==> src/rtl/reg64_write_arbiter_pkg.sv <==
// Shared definitions for the 64-bit register write arbiter:
// FSM state encoding plus the beat and word widths.
package reg64_write_arbiter_pkg;

  localparam int BEAT_W = 32;
  localparam int WORD_W = 64;

  typedef enum logic [1:0] {
    ST_IDLE   = 2'd0,
    ST_LO     = 2'd1,
    ST_HI     = 2'd2,
    ST_COMMIT = 2'd3
  } state_t;

endpackage

==> src/rtl/reg64_write_arbiter_rr_arbiter.sv <==
// Purely combinational round-robin selector: the search starts one past
// last_grant and wraps, so the most recent grantee has the lowest priority.
module rr_arbiter
  import reg64_write_arbiter_pkg::*;
#(
  parameter int NREQ = 2,
  parameter int IDW  = 1
) (
  input  logic [NREQ-1:0] req,
  input  logic [IDW-1:0]  last_grant,
  output logic [IDW-1:0]  winner,
  output logic            any_req
);

  // Wrapped indices are scanned first and then overridden by any requester
  // above last_grant, so the nearest index after last_grant wins.
  always_comb begin
    winner  = {IDW{1'b0}};
    any_req = |req;
    for (int i = NREQ - 1; i >= 0; i--) begin
      winner = (req[i] && (IDW'(i) <= last_grant)) ? IDW'(i) : winner;
    end
    for (int i = NREQ - 1; i >= 0; i--) begin
      winner = (req[i] && (IDW'(i) > last_grant)) ? IDW'(i) : winner;
    end
  end

endmodule

==> src/rtl/reg64_write_arbiter.sv <==
// Shares one 64-bit register write port among NREQ requesters that each send
// a transfer as a low beat then a high beat; the write is issued atomically.
module reg64_write_arbiter
  import reg64_write_arbiter_pkg::*;
#(
  parameter int NREQ    = 2,
  parameter int TIMEOUT = 16
) (
  input  logic                     clk,
  input  logic                     rst,
  input  logic [NREQ-1:0]          req_valid,
  input  logic [NREQ*BEAT_W-1:0]   req_data,
  output logic [NREQ-1:0]          req_ready,
  output logic                     reg_write,
  output logic [WORD_W-1:0]        reg_writedata,
  output logic [$clog2(NREQ)-1:0]  grant_id,
  output logic                     busy,
  output logic                     err
);

  localparam int IDW = $clog2(NREQ);
  localparam int TW  = (TIMEOUT > 0) ? $clog2(TIMEOUT + 1) : 1;
  localparam logic [TW:0] TLIM = (TW + 1)'(TIMEOUT);
  localparam logic [TW:0] TONE = (TW + 1)'(1);

  state_t              state_r, state_s;
  logic [IDW-1:0]      grant_r, grant_s, last_r, last_s, winner_s;
  logic                any_s, hs_s, expire_s, abort_s, lo_en_s, hi_en_s;
  logic [TW-1:0]       timer_r, timer_s;
  logic [TW:0]         tinc_s;
  logic [BEAT_W-1:0]   lo_r, beat_s;
  logic [WORD_W-1:0]   wd_r;
  logic [NREQ-1:0]     ready_r, ready_s;
  logic                write_r, busy_r, err_r;

  rr_arbiter #(.NREQ(NREQ), .IDW(IDW)) u_rr (
    .req        (req_valid),
    .last_grant (last_r),
    .winner     (winner_s),
    .any_req    (any_s)
  );

  // Select the grantee's beat from the flattened data bus.
  always_comb begin
    beat_s = {BEAT_W{1'b0}};
    for (int i = 0; i < NREQ; i++) begin
      beat_s = (grant_r == IDW'(i)) ? req_data[i*BEAT_W +: BEAT_W] : beat_s;
    end
  end

  // Ready is registered, so a handshake is just valid meeting the held ready bit.
  assign hs_s     = |(req_valid & ready_r);
  assign tinc_s   = {1'b0, timer_r} + TONE;
  assign expire_s = (TIMEOUT != 0) && (tinc_s == TLIM);

  // Next-state, timer and latch-enable decode.
  always_comb begin
    state_s = state_r;
    grant_s = grant_r;
    last_s  = last_r;
    timer_s = timer_r;
    abort_s = 1'b0;
    lo_en_s = 1'b0;
    hi_en_s = 1'b0;
    case (state_r)
      ST_IDLE: begin
        timer_s = {TW{1'b0}};
        if (any_s) begin
          grant_s = winner_s;
          state_s = ST_LO;
        end else begin
          state_s = ST_IDLE;
        end
      end
      ST_LO, ST_HI: begin
        if (hs_s) begin
          timer_s = {TW{1'b0}};
          lo_en_s = (state_r == ST_LO);
          hi_en_s = (state_r == ST_HI);
          state_s = (state_r == ST_LO) ? ST_HI : ST_COMMIT;
        end else if (expire_s) begin
          abort_s = 1'b1;
          last_s  = grant_r;
          timer_s = {TW{1'b0}};
          state_s = ST_IDLE;
        end else begin
          timer_s = tinc_s[TW-1:0];
        end
      end
      ST_COMMIT: begin
        last_s  = grant_r;
        state_s = ST_IDLE;
      end
      default: begin
        state_s = ST_IDLE;
      end
    endcase
  end

  // Ready for the cycle after this edge, decoded from next state and grant only.
  always_comb begin
    ready_s = {NREQ{1'b0}};
    for (int i = 0; i < NREQ; i++) begin
      ready_s[i] = ((state_s == ST_LO) || (state_s == ST_HI)) && (grant_s == IDW'(i));
    end
  end

  // State, data latches and registered outputs; reset wins over everything.
  always_ff @(posedge clk) begin
    if (rst) begin
      state_r <= ST_IDLE;
      grant_r <= {IDW{1'b0}};
      last_r  <= IDW'(NREQ - 1);
      timer_r <= {TW{1'b0}};
      lo_r    <= {BEAT_W{1'b0}};
      wd_r    <= {WORD_W{1'b0}};
      ready_r <= {NREQ{1'b0}};
      write_r <= 1'b0;
      busy_r  <= 1'b0;
      err_r   <= 1'b0;
    end else begin
      state_r <= state_s;
      grant_r <= grant_s;
      last_r  <= last_s;
      timer_r <= timer_s;
      ready_r <= ready_s;
      write_r <= (state_s == ST_COMMIT);
      busy_r  <= (state_s != ST_IDLE);
      err_r   <= abort_s;
      if (lo_en_s) lo_r <= beat_s;
      if (hi_en_s) wd_r <= {beat_s, lo_r};
    end
  end

  assign req_ready     = ready_r;
  assign reg_write     = write_r;
  assign reg_writedata = wd_r;
  assign grant_id      = grant_r;
  assign busy          = busy_r;
  assign err           = err_r;

endmodule
==> config.mk <==
export PLATFORM = sky130hd
export DESIGN_NAME = reg64_write_arbiter
export DESIGN_NICKNAME = d
export VERILOG_FILES = /design/src/rtl/reg64_write_arbiter_pkg.sv /design/src/rtl/reg64_write_arbiter_rr_arbiter.sv /design/src/rtl/reg64_write_arbiter.sv
export SDC_FILE = /design/constraint.sdc
export NUM_CORES = 1
export LEC_CHECK = 0
export CORE_MARGIN = 2
export CORE_UTILIZATION = 47
export CTS_CLUSTER_SIZE = 8
export DETAILED_ROUTE_END_ITERATION = 8
export PLACE_DENSITY = 0.9
export SLEW_MARGIN = 15
export SYNTH_ARGS = -nofsm -noshare
export SYNTH_HDL_FRONTEND = slang
export SYNTH_SLANG_ARGS = --single-unit
==> constraint.sdc <==
create_clock -name clk -period 2.88 [get_ports clk]
set_clock_uncertainty 0.15 [all_clocks]
set_input_delay 0.576 -clock clk [delete_from_list [all_inputs] [get_ports clk]]
set_output_delay 0.576 -clock clk [all_outputs]
set_load 0.01 [all_outputs]
==> results.yml <==
floorplanning:
  ios: 138
  dieArea_um2: 10400
  placementRows: 35
  fp.dieH_um: 102
  core-area_um2: 9240
  die_w_um: 102
  start_util_pct: 48.6
routing:
  antenna_left: 0
  wl_per_cell_um: 14.1
  viasPerCell: 5.22
  dr.pass1.iters: 5
  initialDrtViolationCount: 144
  drc: 0
  vias: 3786
  finalWirelength_um: 10200
yosys:
  synth_cells: 473
  synth_top_flop_cell: "dfxtp_1"
  synthTopCellsByArea: "dfxtp_1 (49%), a211oi_2 (8.4%), mux2i_1 (7.4%)"
  ys_seq_area_share_pct: 49.0
  yosys_warnings: 0
  synth_top_area_share_pct: 49.0
  async_flop_share_pct: 0
  synth_mux_area_share_pct: 7.36
  yosysUniqueCellTypes: 39
  synth_compound_area_share_pct: 21.0
  synth_edf_count: 0
  syn-num-nets: 550
  synth_area_um2: 4490
  synth-simple-area-share_pct: 14.6
  synth_top_family_by_area: "compound AO/OA/AOI/OAI gates"
  syn_area_per_cell_um2: 9.49
  synth_fa_ha_area_share_pct: 2.51
  synth_area_leader_cell: "dfxtp_1"
  synth_xor_area_share_pct: 0
  synth-seq-cells: 110
clock_tree:
  cts_sinks: 110
  ctsHtreeMaxLevel: 3
  cts_root_buf: "clkbuf_8"
  path_clk_slew_ns: 0.10
  cts.path.max_buffers: 2
  cts_tree: "done"
  cts_setup_buffers: 0
  numCtsBuffers: 9
  cts_resized: 0
  clock_latency_ns: 0.35
  hold_buffers: 0
power_and_ir_drop:
  vdd_drop_max_uv: 236
  power_w: 0.00266
  p_leak_nw: 1.94
  p_per_area_nw_per_um2: 437
timing:
  rsz0062_at_grt: "false"
  worstMarginPinSlew_ns: 0.478
  worst_slack_ns: 0.383
  period_share_pct: 86.7
  finalHoldViolCount: 0
  finalSetupTns_ns: 0
  final-max-slew-violation-count: 0
  final-setup-viol-count: 0
  slew_headroom_pct: 68.1
  max_freq_ghz: 0.401
  final.min_clock_period_ns: 2.50
final_layout:
  layout_common_cells: "clkdlybuf4s50_1 (136), dfxtp_1 (109), nand2_1 (70), nor2_1 (70), a21oi_1 (38)"
  design_area_um2: 6090
  final_common_cell: "clkdlybuf4s50_1"
  diodes: 0
  fin_nets: 668
  drive_above_1_share_pct: 9.90
  final_cells: 725
  n_fill_cell: 713
  area_growth_pct: 35.7
worst_setup_path:
  cp_top_family: "simple AND/OR/NAND/NOR gates"
  r2r_slack_ns: 0.38
  slowest_delay_ns: 0.45
  cp_max_fo: 8
  path_cells: "inv_1 > ha_1 > nand2b_1 > or3_1 > and3_1 > ha_1 > and3b_1"
  crit_type: "flop to flop"
  critPathRequiredTime_ns: 2.99
  endpoint_kind: "flop"
  arrival_ns: 2.60
  cp-start-kind: "flop"
  cp_num_buf_inv: 1
  cpMaxStageDelayCell: "dfxtp_1"
  cpMostUsedCell: "ha_1"
global_route:
  overflow: 0
  track_usage_pct: 19.4
  grt_pass1_vias: 3529
  grt_start_max_net_pins: 65
  grt_pass1_wl_um: 16100
  antenna_found_initial: 0
status:
  outcome: "finished clean"
placed_design:
  post-place-ws_ns: 0.275
  finalWeightedCongestion: 0.846
  post-place-cells: 709
  dp_hpwl_um: 7310
  portBuffers: 137
  dpl-instance-area_um2: 5910
min_path:
  worst_hold_path_type: "flop to flop"
run:
  drv_cap: 0
state kept, by name (all words and copies together) (netlist names):
name and count:
lo_r 32, reg_writedata 64, grant_id 1, err 1, timer_r 5, busy 1, last_r 1, state_r 2
req_ready 2, reg_write 1
path summary, 6_finish.rpt:
path,cells past startpoint,endpoint,start
worst max-delay path,7,req_ready[0],state_r[0]
worst min-delay path,2,reg_writedata[31],lo_r[31]
worst max register to register,7,req_ready[0],state_r[0]
worst min register to register,2,reg_writedata[31],lo_r[31]
power breakdown:
part           switching (W)  total, W  internal, W
combinational       0.000115  0.000252     0.000137
clock               0.000491  0.000857     0.000366
sequential         0.0000168   0.00155      0.00153
metal layers:
| layer | GRT usage (%) | wire length, um |
|---|---|---|
| met1 | 23.5 | 4270 |
| met5 | 0 | 0 |
| met3 | 3.24 | 730 |
| met2 | 34.5 | 5040 |
| met4 | 7.17 | 162 |
worst register-to-register path, stage by stage, from the launching register on:
cell and delay, ns:
dfxtp_1 0.45, inv_1 0.13, ha_1 0.43, nand2b_1 0.17, or3_1 0.41, and3_1 0.20
ha_1 0.29, and3b_1 0.17
through the flow:
step | hold WS, ns | utilization (%)
3_5_place_dp | 0.293 | 63.9
6_report | 0.299 | 65.9
3_3_place_gp | 0.286 | 63.9
5_1_grt | 0.316 | 65.9
4_1_cts | 0.302 | 65.9
2_1_floorplan | 0.282 | -
Yosys cell counts, types with 2 or more instances:
| library cell | count |
|---|---|
| inv_1 | 5 |
| a21oi_1 | 38 |
| nand2b_1 | 2 |
| nand3_1 | 4 |
| buf_4 | 4 |
| dfxtp_1 | 110 |
| nand2_1 | 70 |
| a211oi_1 | 35 |
| clkbuf_1 | 15 |
| mux2i_1 | 33 |
| nor3_1 | 2 |
| nor2_1 | 70 |
| buf_2 | 12 |
| o21ai_0 | 2 |
| a211oi_2 | 30 |
| ha_1 | 9 |
| and3_1 | 3 |
| a311oi_1 | 2 |
| buf_6 | 7 |
cells by family (layout without fill, tap and decap cells):
logic type | count (synthesis) | count (layout)
adder cells (fa/ha/maj) | 9 | 9
buffers and inverters | 43 | 166
multiplexers | 33 | 33
flip-flops | 110 | 110
AO/OA/AOI/OAI | 118 | 118
AND/OR/NAND/NOR | 160 | 160
layout make-up:
class                           count  area (um^2)  area share, %
Clock buffer                       12          155           2.55
Clock inverter                      4         30.0          0.493
Inverter                            5         18.8          0.308
Multi-Input combinational cell    320         2050           33.6
Sequential cell                   110         2200           36.2
Tap cell                          129          161           2.65
Timing Repair Buffer              145         1480           24.3
Note: power is estimated with default switching activity, not from simulation.
